[src/rtl/serial_sub_ctrl.sv]
// Bit-serial subtractor (diff = a - b - borrow_in), LSB first, one bit per clock.
// Optional registered zero flag on diff when SERIAL_SUB_ZERO_FLAG_EN is defined.
module serial_sub_ctrl #(
  parameter int WIDTH = 8
) (
  input  logic             clk,
  input  logic             rst_n,
  input  logic             start,
  input  logic [WIDTH-1:0] a,
  input  logic [WIDTH-1:0] b,
  input  logic             borrow_in,
  output logic             ready,
  output logic             busy,
  output logic             done,
  output logic [WIDTH-1:0] diff,
  output logic             borrow_out
`ifdef SERIAL_SUB_ZERO_FLAG_EN
  ,
  output logic             zero
`endif
);

  localparam logic [1:0] IDLE  = 2'd0;
  localparam logic [1:0] SHIFT = 2'd1;
  localparam logic [1:0] DONE  = 2'd2;

  localparam int CNT_W = (WIDTH < 2) ? 1 : $clog2(WIDTH);
  localparam logic [CNT_W-1:0] LAST_BIT = CNT_W'(WIDTH - 1);

  logic [1:0]       state_reg;
  logic [WIDTH-1:0] a_sh_reg;
  logic [WIDTH-1:0] b_sh_reg;
  logic             borrow_reg;
  logic [WIDTH-1:0] res_reg;
  logic [CNT_W-1:0] cnt_reg;
  logic [WIDTH-1:0] diff_reg;
  logic             borrow_out_reg;

  logic             x_bit;
  logic             y_bit;
  logic             z_bit;
  logic             d_bit;
  logic             b_bit;
  logic [WIDTH-1:0] res_next;

  assign x_bit = a_sh_reg[0];
  assign y_bit = b_sh_reg[0];
  assign z_bit = borrow_reg;
  assign d_bit = x_bit ^ y_bit ^ z_bit;
  assign b_bit = (~x_bit & y_bit) | (~x_bit & z_bit) | (y_bit & z_bit);

  // Result bits enter at the MSB so that after WIDTH shifts bit 0 sits at the LSB.
  generate
    if (WIDTH == 1) begin : g_res_w1
      assign res_next = d_bit;
    end else begin : g_res_wn
      assign res_next = {d_bit, res_reg[WIDTH-1:1]};
    end
  endgenerate

  always_ff @(posedge clk or negedge rst_n) begin
    if (!rst_n) begin
      state_reg      <= IDLE;
      a_sh_reg       <= '0;
      b_sh_reg       <= '0;
      borrow_reg     <= 1'b0;
      res_reg        <= '0;
      cnt_reg        <= '0;
      diff_reg       <= '0;
      borrow_out_reg <= 1'b0;
    end else begin
      case (state_reg)
        IDLE: begin
          if (start) begin
            state_reg  <= SHIFT;
            a_sh_reg   <= a;
            b_sh_reg   <= b;
            borrow_reg <= borrow_in;
            cnt_reg    <= '0;
          end
        end
        SHIFT: begin
          a_sh_reg   <= a_sh_reg >> 1;
          b_sh_reg   <= b_sh_reg >> 1;
          borrow_reg <= b_bit;
          res_reg    <= res_next;
          cnt_reg    <= cnt_reg + 1'b1;
          // The final bit is folded into the outputs on the same edge that enters DONE.
          if (cnt_reg == LAST_BIT) begin
            state_reg      <= DONE;
            diff_reg       <= res_next;
            borrow_out_reg <= b_bit;
          end
        end
        DONE: begin
          state_reg <= IDLE;
        end
        default: begin
          state_reg <= IDLE;
        end
      endcase
    end
  end

`ifdef SERIAL_SUB_ZERO_FLAG_EN
  logic zero_reg;

  always_ff @(posedge clk or negedge rst_n) begin
    if (!rst_n) begin
      zero_reg <= 1'b0;
    end else if (state_reg == SHIFT && cnt_reg == LAST_BIT) begin
      zero_reg <= (res_next == '0);
    end
  end

  assign zero = zero_reg;
`endif

  assign ready      = (state_reg == IDLE);
  assign busy       = (state_reg == SHIFT);
  assign done       = (state_reg == DONE);
  assign diff       = diff_reg;
  assign borrow_out = borrow_out_reg;

endmodule
[config.mk]
export PLATFORM = sky130hd
export DESIGN_NAME = serial_sub_ctrl
export DESIGN_NICKNAME = d
export VERILOG_FILES = /design/src/rtl/serial_sub_ctrl.sv
export SDC_FILE = /design/constraint.sdc
export NUM_CORES = 1
export LEC_CHECK = 0
export CELL_PAD_IN_SITES_DETAIL_PLACEMENT = 1
export CELL_PAD_IN_SITES_GLOBAL_PLACEMENT = 1
export CORE_MARGIN = 4
export CORE_UTILIZATION = 42
export CTS_CLUSTER_DIAMETER = 120
export DETAILED_ROUTE_END_ITERATION = 10
export HOLD_SLACK_MARGIN = 0.03
export PLACE_DENSITY_LB_ADDON = 0.1
export SLEW_MARGIN = 20
export SYNTH_ARGS = -nofsm -noshare
export SYNTH_HDL_FRONTEND = slang
export SYNTH_SLANG_ARGS = --single-unit
[constraint.sdc]
create_clock -name clk -period 1.7 [get_ports clk]
set_clock_uncertainty 0.05 [all_clocks]
set_input_delay 0.255 -clock clk [delete_from_list [all_inputs] [get_ports clk]]
set_output_delay 0.255 -clock clk [all_outputs]
set_load 0.01 [all_outputs]
After elaboration in Yosys (flattened, before gate mapping). Index checks and enable logic that the tools add are counted.

Bits in registers: 39. Output and inout bits: 12.

Reduce and logical (&&, ||, !) cells: 5. Add/subtract/negate cells: 1. Bitwise operators: 8. Equal/unequal tests: 5. Mux-type cells: 11.

Operators with widths (number): 8-bit case mux with 2 select lines (2); 8-bit 2-to-1 mux (2); 3-bit case mux with 2 select lines (1); 2-bit AND reduction (3); 2-bit 2-to-1 mux (2); 2-bit case mux with 2 select lines (1); 3-bit by 1-bit adder with 3-bit output, second input constant (1); 1-bit AND (3); 3-bit == test, second input constant (1); 3-bit 2-to-1 mux (1); 2-bit by 1-bit == test with 1-bit output, second input constant (1); 2-bit == test, second input constant (1); 2-bit zero test (1); 2-bit by 1-bit != test with 1-bit output, second input constant (1); 2-bit != test, second input constant (1); 1-bit OR (2); 1-bit case mux with 2 select lines (1); 2-bit nonzero test (1); 1-bit XOR (2); 1-bit 2-to-1 mux (1); 1-bit inverter (1).

Longest topological paths before layout.
Depth in word-level cells: 5. Depth in mapped cells: 5. Depth with buffers taken out: 4.

Worst setup path after synthesis. Ideal clock, no wire load.

Path type: reg-to-reg. Start point: register cnt_reg[0]. End point: register borrow_out_reg (netlist: borrow_out). Stages on the path, launching flop included: 6. Data arrival time: 1353 ps. Setup time: 125 ps. Required time: 1525 ps. Slack: 172 ps. Path through: dfrtp_1 > ha_1 > ha_1 > nand3b_1 > buf_2 > mux2_2.

Word-level cells in the longest chain between the ends: 2.

RTL lines: start, declared (line 35) `logic [CNT_W-1:0] cnt_reg;`; start signal, assigned (line 87) `cnt_reg <= cnt_reg + 1'b1;`; 3-bit == test (line 89) `if (cnt_reg == LAST_BIT) begin`; 2-bit AND reduction (no line); end signal, assigned (line 92) `borrow_out_reg <= b_bit;`; end, declared (line 37) `logic borrow_out_reg;`.

No other way between the ends. A chain may end at the register's enable or synchronous reset.

Worst setup path in the final report.
Start point: register cnt_reg[0]. End point: register diff_reg[1] (netlist: diff[1]).

Word-level cells in the longest chain between the ends: 2.

RTL lines: 3-bit == test (line 89); 2-bit AND reduction (no line); end signal, assigned (line 91) `diff_reg <= res_next;`; end, declared (line 36) `logic [WIDTH-1:0] diff_reg;`.

No other way between the ends.

==> run_results.csv <==
group,metric,value,unit
global_routing,grt_pass1_vias,1409,
placement,portBuffers,31,
synthesis,ys_seq_area_frac,0.530,
drt,initialDrtViolationCount,55,
drt,via_per_inst,5.50,
global_routing,grt_pass1_wl,6.86,mm
power,pwr-share-comb,0.418,
sta,worst_slew_pin_slew,0.480,ns
worst_setup_path,arrival,1.72,ns
die,die-width,73.4,microns
sta,period_needed,1.60,ns
worst_setup_path,crit_type,"register to register",
cts,clkTransAtPathRegs,0.07,ns
drt,drtAntennaViolNets,0,
drt,firstDrtPassIters,4,
cts,cts_root_buf,"clkbuf_8",
power,clock_power_share,0.183,
drt,drt_wl_total,3.99,mm
power,switchingPower,1.33,mW
sta,rsz0062_at_grt,"no",
die,die_h,73.4,microns
worst_setup_path,worstSetupStartpointType,"register",
sta,finalSetupViolCount,0,
cts,h-tree-depth,2,
global_routing,grt_use_total,0.167,
cts,insertion_delay,0.29,ns
finish,multiInputGateArea,711,sq um
sta,finalCritPeriodShare,0.939,
sta,setup-tns-final,0,ns
min_path,hold_depth,1,
die,die-area,5380,sq um
finish,drive_above_1_share,0.240,
synthesis,ys_types,26,
sta,relSlewSlack,0.680,
finish,area_growth,28.6,%
min_path,hold_path_class,"register to register",
drt,num_vias,1259,
synthesis,syn_area_per_cell,12.9,sq um
placement,gp_congestion,0.824,
power,p_seq_frac,0.399,
finish,diodes,0,
synthesis,synth_seq_cells,38,
cts,cts_buffer_depth,2,
power,leakage,1.03,nW
worst_setup_path,worstPathMaxFanout,10,
power,switching_share,0.325,
synthesis,syn-num-nets,162,
synthesis,syn_inst,139,
cts,cts.sinks,38,
worst_setup_path,crit_start,"cnt_reg[0]$_DFFE_PN0P_",
worst_setup_path,critical_path_required,1.83,ns
synthesis,syn_area,1800,sq um
global_routing,grt_max_degree,39,
drt,wl_per_cell,17.4,microns
die,ios,32,
cts,cts_tree,"built",
sta,holdWs,0.448,ns
global_routing,globalRouteOverflowTotal,0,
drt,drc,0,
die,start_util,0.442,
job,cap_violations,0,
run_status,outcome,"complete, no violations",
worst_setup_path,cp-end-kind,"register",
synthesis,yosys_warnings,0,
synthesis,yosysTopAreaCell,"dfrtp_1",
placement,hpwl,2.75,mm
power,power_per_cell_area,1770,nW/um^2
power,peakVddDrop,0.856,mV
sta,finalHoldViolations,0,
min_path,min-delay-start,"cnt_reg[0]$_DFFE_PN0P_",
worst_setup_path,rr_startpoint,"cnt_reg[0]$_DFFE_PN0P_",
die,core.rowCount,23,
sta,timing.fmax,626,MHz
worst_setup_path,reg2reg_depth,5,
sta,layout_setup_ws,0.104,ns
die,placeableCoreArea,4060,sq um
cts,numCtsBuffers,5,
finish,nets,201,
power,p_int,2.77,mW
sta,drv_slew,0,
finish,fillerInstances,403,
finish,seq_area,952,sq um
synthesis,synth_top_area_frac,0.530,
placement,dp_slack,0.0170,ns
synthesis,ys_top_cells_by_area,"dfrtp_1, mux2_2, nor3b_1, nor4b_1, a211oi_1",
global_routing,antenna_found_initial,0,
what timing repair did:
action	4_1_cts	5_1_grt
endpoints found under the hold margin	38	0
gates resized for setup	4	0
buffers inserted	2	0
setup endpoints to repair	3	0
hold buffers	1	0
kinds of logic after synthesis:
| family | Yosys count | share of synthesized area |
|---|---|---|
| flops | 38 | 0.530 |
| simple gates | 34 | 0.155 |
| buf+inv | 25 | 0.0746 |
| compound gates | 22 | 0.107 |
| mux | 17 | 0.109 |
| fa+ha+maj | 3 | 0.0251 |
path summary, 6_finish.rpt:
path	endpoint	slack [ns]
max in group asynchronous	state_reg[0]$_DFFE_PN0P_	0.74
setup reg to reg	diff[1]$_DFFE_PN0P_	0.10
hold reg to reg	cnt_reg[0]$_DFFE_PN0P_	0.45
min in group asynchronous	diff[0]$_DFFE_PN0P_	0.50
hold / removal	cnt_reg[0]$_DFFE_PN0P_	0.45
setup / recovery	diff[1]$_DFFE_PN0P_	0.10
cell usage after synthesis (all sizes together):
| cell type | count |
|---|---|
| dfrtp | 38 |
| mux2 | 14 |
| inv | 13 |
| nor3b | 11 |
| buf | 10 |
| a211oi | 9 |
| nor4b | 9 |
| o221a | 6 |
| or4b | 6 |
| mux2i | 3 |
| nand2b | 3 |
| a211o | 2 |
| a22o | 2 |
| clkbuf | 2 |
| ha | 2 |
| nor4bb | 2 |
| a21oi | 1 |
| fa | 1 |
| nand3b | 1 |
| nor2 | 1 |
| nor2b | 1 |
| o21ba | 1 |
| o21bai | 1 |
through the flow:
step                      power (mW)  instances  area (sq um)  utilization
after CTS                       4.16        229          2310        0.569
after floorplan                 2.72        139          1800            -
after detailed placement        3.37        218          2180        0.537
final                           4.10        229          2310        0.569
after global placement          3.24        218          2180        0.537
after global routing            4.42        229          2310        0.569
layout make-up:
type | instances | share of cell area
flip-flops and latches | 38 | 0.412
multi-input cells | 76 | 0.308
repair buffers | 44 | 0.185
clock buffers | 5 | 0.0298
well taps | 50 | 0.0271
inverters | 13 | 0.0211
clock inverters | 3 | 0.0173
power groups by stage:
| stage | registers, mW | clock network [mW] | logic [mW] |
|---|---|---|---|
| 4_1_cts | 1.64 | 0.779 | 1.74 |
| 3_3_place_gp | 1.62 | 0 | 1.62 |
| 2_1_floorplan | 1.61 | 0 | 1.11 |
| 5_1_grt | 1.70 | 0.824 | 1.90 |
| 3_5_place_dp | 1.66 | 0 | 1.70 |
| 6_report | 1.64 | 0.750 | 1.71 |
cell usage in the layout, fill, tap and decap left out, types with 5 or more instances in the layout:
cell type        instances
a211oi_1                 9
buf_4                   10
clkbuf_8                 5
clkdlybuf4s50_1         27
dfrtp_1                 37
inv_1                   13
mux2_2                  12
nor3b_1                 11
nor4b_1                  9
o221a_2                  6
or4b_1                   6
critical path, cell delays in order (launching register included):
cell,delay [ns]
dfrtp_1,0.40
ha_1,0.21
ha_1,0.20
nand3b_1,0.14
buf_12,0.15
mux2_2,0.34
routing by layer:
layer | wire (microns) | GRT usage
met5 | 0 | 0
met4 | 60 | 0.0604
met3 | 159 | 0.0465
met2 | 1890 | 0.266
met1 | 1880 | 0.217
Power figures use the tool's default switching activity.
